--- config.mk ---
export PLATFORM = sky130hd
export DESIGN_NAME = contador_nbit_desc
export DESIGN_NICKNAME = d
export VERILOG_FILES = /design/src/rtl/contador_pkg.sv /design/src/rtl/contador_nbit_desc.sv
export SDC_FILE = /design/constraint.sdc
export NUM_CORES = 1
export LEC_CHECK = 0
export BUFFER_PORTS_ARGS = -buffer_cell sky130_fd_sc_hd__buf_2
export CAP_MARGIN = 20
export CORE_AREA = 2 2 39 41
export DETAILED_ROUTE_END_ITERATION = 10
export DIE_AREA = 0 0 41 43
export GPL_TIMING_DRIVEN = 0
export PLACE_DENSITY_LB_ADDON = 0.25
export SLEW_MARGIN = 20
export SYNTH_ARGS = -nofsm -noshare
export SYNTH_HDL_FRONTEND = slang
export SYNTH_SLANG_ARGS = --single-unit
--- constraint.sdc ---
create_clock -name clk -period 1.1 [get_ports clk]
set_input_delay 0.33 -clock clk [delete_from_list [all_inputs] [get_ports clk]]
set_output_delay 0.33 -clock clk [all_outputs]
set_load 0.005 [all_outputs]
--- src/rtl/contador_pkg.sv ---
// Shared types and mode constants for the down-counter.
package contador_pkg;

    typedef enum logic {
        RUN    = 1'b0,
        HALTED = 1'b1
    } state_t;

    localparam bit WRAP_ON  = 1'b1;
    localparam bit WRAP_OFF = 1'b0;

endpackage

--- src/rtl/contador_nbit_desc.sv ---
// Loadable N-bit down-counter with terminal-count pulse and optional halt-at-zero mode.
// WRAP=1 rolls 0 over to MAX; WRAP=0 parks in HALTED until a load or reset.
module contador_nbit_desc
    import contador_pkg::*;
#(
    parameter int WIDTH = 2,
    parameter bit WRAP  = WRAP_ON
) (
    input  logic             clk,
    input  logic             reset,
    input  logic             en,
    input  logic             load,
    input  logic [WIDTH-1:0] load_val,
    output logic [WIDTH-1:0] count,
    output logic             zero,
    output logic             tc,
    output logic             halted
);

    localparam logic [WIDTH-1:0] MAX = '1;
    localparam logic [WIDTH-1:0] ONE = WIDTH'(1);

    state_t           state_q, state_d;
    logic [WIDTH-1:0] count_q, count_d;
    logic             tc_q, tc_d;

    always_ff @(posedge clk) begin
        if (!reset) begin
            state_q <= RUN;
            count_q <= MAX;
            tc_q    <= 1'b0;
        end else begin
            state_q <= state_d;
            count_q <= count_d;
            tc_q    <= tc_d;
        end
    end

    // tc defaults low so it can only be a single-cycle pulse after a 1->0 step.
    always_comb begin
        state_d = state_q;
        count_d = count_q;
        tc_d    = 1'b0;
        if (load) begin
            state_d = RUN;
            count_d = load_val;
        end else if (en) begin
            case (state_q)
                RUN: begin
                    if (count_q != '0) begin
                        count_d = count_q - ONE;
                        tc_d    = (count_q == ONE);
                    end else if (WRAP) begin
                        count_d = MAX;
                    end else begin
                        state_d = HALTED;
                    end
                end
                HALTED: begin
                    count_d = '0;
                end
                default: begin
                    state_d = RUN;
                end
            endcase
        end
    end

    assign count  = count_q;
    assign tc     = tc_q;
    assign halted = (state_q == HALTED);
    assign zero   = (count_q == '0);

endmodule
## Word level (Yosys, flattened, before mapping)

Index checks and enable logic that the tools add are counted.
Widths: inputs -> output; s select.

| cells by class | value |
|---|---|
| add/subtract/negate cells | 1 |
| eq/ne operators | 1 |
| mux-type cells | 5 |
| bitwise operators | 4 |
| reduce and logical (&&, ||, !) cells | 5 |

Operators with widths:

| operator | count |
|---|---|
| $mux 2 | 3 |
| $reduce_or 5->1 | 1 |
| $not 1->1 | 4 |
| $pmux 2 s2 | 1 |
| $reduce_bool 2->1 | 2 |
| $eq 2x1->1 const B | 1 |
| $logic_not 2->1 | 1 |
| $reduce_or 2->1 | 1 |
| $sub 2x1->2 const B | 1 |
| $mux 1 | 1 |

| word-level totals | value |
|---|---|
| flip-flop bits (word level) | 4 |
| input port bits | 6 |
| output and inout bits | 5 |
| word-level logic and storage cells | 19 |

## Longest topological paths before layout

| logic depth | value |
|---|---|
| depth after elaboration | 5 |
| gate-level depth with buffers | 4 |
| gate-level depth less buffers | 4 |

## Worst setup path before layout

OpenSTA, ideal clock, no wires.

| timing | value |
|---|---|
| path type | register -> register |
| start point | register count_q[0], in the netlist count[0] |
| end point | register count_q[1], in the netlist count[1] |
| data arrival time | 1.033 ns |
| setup slack | -0.026 ns |
| cell stages (with the launch flop) | 5 |
| path buffers | 0 |
| clock period less this slack | 1.126 ns |
| path through | dfxtp_1 > inv_1 > ha_1 > and2_1 > o311ai_2 |

| between the ends | value |
|---|---|
| longest elaborated chain between the ends | 5 |
| elaborated cells on any way between the ends | 6 |
| classes of those cells | add/sub (1); mux (4); reduce/logical (1) |

RTL lines:

| item | RTL line | source |
|---|---|---|
| start: declaration | contador_nbit_desc.sv:24 | `logic [WIDTH-1:0] count_q, count_d;` |
| start signal: assignment | contador_nbit_desc.sv:34 | `count_q <= count_d;` |
| $sub 2x1->2 or $reduce_bool 2->1 (tied branches) | contador_nbit_desc.sv:51, contador_nbit_desc.sv:50 |  |
| $mux 2 * | contador_nbit_desc.sv:50 | `if (count_q != '0) begin` |
| $pmux 2 s2 * | contador_nbit_desc.sv:48 | `case (state_q)` |
| $mux 2 * | contador_nbit_desc.sv:47 | `end else if (en) begin` |
| $mux 2 * | contador_nbit_desc.sv:44 | `if (load) begin` |

Every way passes the cells marked *; elsewhere a longest branch is shown, timed or not. The select of a mux whose other input is x is not followed.
A chain may end at the register's enable or synchronous reset.

## Worst setup path after layout

| timing | value |
|---|---|
| start point | register count_q[0], in the netlist count[0] |
| end point | output zero |

| between the ends | value |
|---|---|
| longest elaborated chain between the ends | 1 |

RTL lines:

| item | RTL line | source |
|---|---|---|
| $logic_not 2->1 | contador_nbit_desc.sv:72 | `assign zero = (count_q == '0);` |
| end: declaration | contador_nbit_desc.sv:15 | `output logic zero,` |

No other way between the ends.

==> results.ini <==
[setup_path]
cp_max_fo=4
worst_setup_path_start_kind=flip-flop
required_ns=0.77
arrival_ns=0.88
critPathKind=reg -> out
end_kind=output port

[clocking]
cts.clk_slew.worst_paths_ns=0.04
clockBufferDepth=2
cts-root-buf=clkbuf_4
clock_latency_ns=0.23
holdBufCountCts=0
tritoncts=built
htreeDepth=1
cts_sinks=3
cts_made_buffers=3

[floorplan]
rows=14
die_x_um=41
core_area_mm2=0.00138
die_area_mm2=0.00176
die_h_um=43
ios=11
start_util=0.127

[synthesis]
ys_ff_latch=3
yosys_warnings=0
syn_area_um2=175
ys_seq_area_frac=0.343
yosysTopAreaCell=dfxtp_1
synth_commonest_cells=3 x dfxtp_1, 3 x inv_1, 2 x ha_1, 2 x nor2_1
syn_inst=19
ys_types=13
syn_nets=27
synth_top_area_frac=0.343
ys_top_cells_by_area=dfxtp_1 34%, ha_1 14%, o311ai_2 9.3%
synth_edf_count=0
synth_ff_type=dfxtp_1
syn_avg_cell_area_um2=9.22
async_flop_share=0

[timing]
drv_slew=0
finalHoldViolations=0
finalSetupTns_ns=-0.113
period_minus_slack_ns=1.21
timing.fmax_mhz=824
worst_slack_ns=-0.113
skew_ns=0.00327
setup_viol=1
rsz0062_at_grt=true
timing.final.crit_share=1.10

[power]
ir_drop_uv=172
p_per_area_mw_per_mm2=1220
p_leak_nw=0.162

[hold_path]
holdCritPathClass=in -> reg

[place]
io_buffer_count=9
dp_slack_ns=-0.0142
hpwl_um=280
place_congestion=0.589

[drt]
firstDrtPassIters=1
drtAntennaViolNets=0
drc=0
drt-initial-drc-count=0
routed_wl_um=371
viasPerCell=3.51
wire_per_inst_um=7.27
vias=179

[cells_and_area]
syn2layout_area_growth_pct=85.7
num_antenna_cells=0
num-fill-cells=156
drive_above_1_share=0.657
final_nets=44

[flow_run]
drv_cap=0

[grt]
grt_overflow=0
grt_pass1_vias=161
grt_usage=0.0510
grt_max_degree=6
antenna_found_initial=0
grt_first_pass_wirelength_um=552

[status]
violations=negative setup slack
status=finished, violations left

-- flip-flops by register name (all words and copies together), names as in the netlist --
name / cells
count: 2
tc: 1
-- layer usage --
layer,track usage,up-vias,part of all wire
li1,-,92,-
met5,0,-,0
met3,0.0157,0,0.027
met1,0.0349,84,0.33
met4,0.0800,0,0
met2,0.0781,3,0.64
-- timing repair --
action	4_1_cts	5_1_grt
endpoints found under the setup margin	2	2
pin swaps	1	1
resized for setup	8	2
buffers inserted	1	2
-- worst max-delay path, cell delays in order (launching register included) --
cell and delay [ns]:
dfxtp_4 0.36, inv_4 0.04, ha_4 0.15, buf_6 0.11
-- where the power goes --
part | switching [W] | leakage (nW) | internal [W] | total (W)
Combinational | 0.0000308 | 0.122 | 0.0000472 | 0.0000779
Clock | 0.0000578 | 0.0150 | 0.000136 | 0.000194
Sequential | 0.00000767 | 0.0246 | 0.000117 | 0.000125
Total | 0.0000963 | 0.162 | 0.000300 | 0.000397
-- placed cells by master, fill, tap and decap left out, types with 2 or more instances in the layout --
cell type | synthesis | routed
buf_2 | 0 | 7
buf_4 | 1 | 3
buf_6 | 0 | 3
clkbuf_4 | 0 | 3
nor2_1 | 2 | 2
-- cells by family (layout without fill, tap and decap cells) --
kind of cell,after synthesis,in the layout,share of synthesized area
flops,3,3,0.343
simple gates,6,6,0.207
fa+ha+maj,2,2,0.143
buf+inv,4,20,0.107
other cells,1,1,0.0214
xor+xnor,1,1,0.0500
compound gates,2,2,0.129
-- final timing paths --
check	start	endpoint	slack, ns	cells after the start
setup reg to reg	count[0]	count[1]	0.05	4
setup / recovery	count[0]	zero	-0.11	3
hold reg to reg	count[1]	count[1]	0.70	3
hold / removal	reset	count[1]	0.31	2
-- area by class of cell --
cell class              count  area [um^2]  share of cell area
plain buffers               1         7.51              0.0231
clock buffers               4         26.3              0.0808
inverters                   3         13.8              0.0423
multi-input cells          12          109               0.335
flip-flops and latches      3         65.1               0.200
well taps                  16         20.0              0.0615
repair buffers             12         83.8               0.258
-- stage by stage --
stage          cells  power (W)  area [um^2]  hold slack (ns)  utilization
2_1_floorplan     19   0.000153          176            0.403            -
3_3_place_gp      44   0.000179          241            0.552        0.175
3_5_place_dp      44   0.000179          241            0.553        0.175
4_1_cts           49   0.000404          305            0.300        0.221
5_1_grt           51   0.000427          325            0.304        0.235
6_report          51   0.000397          325            0.312        0.235
(Power assumes the default switching activity.)
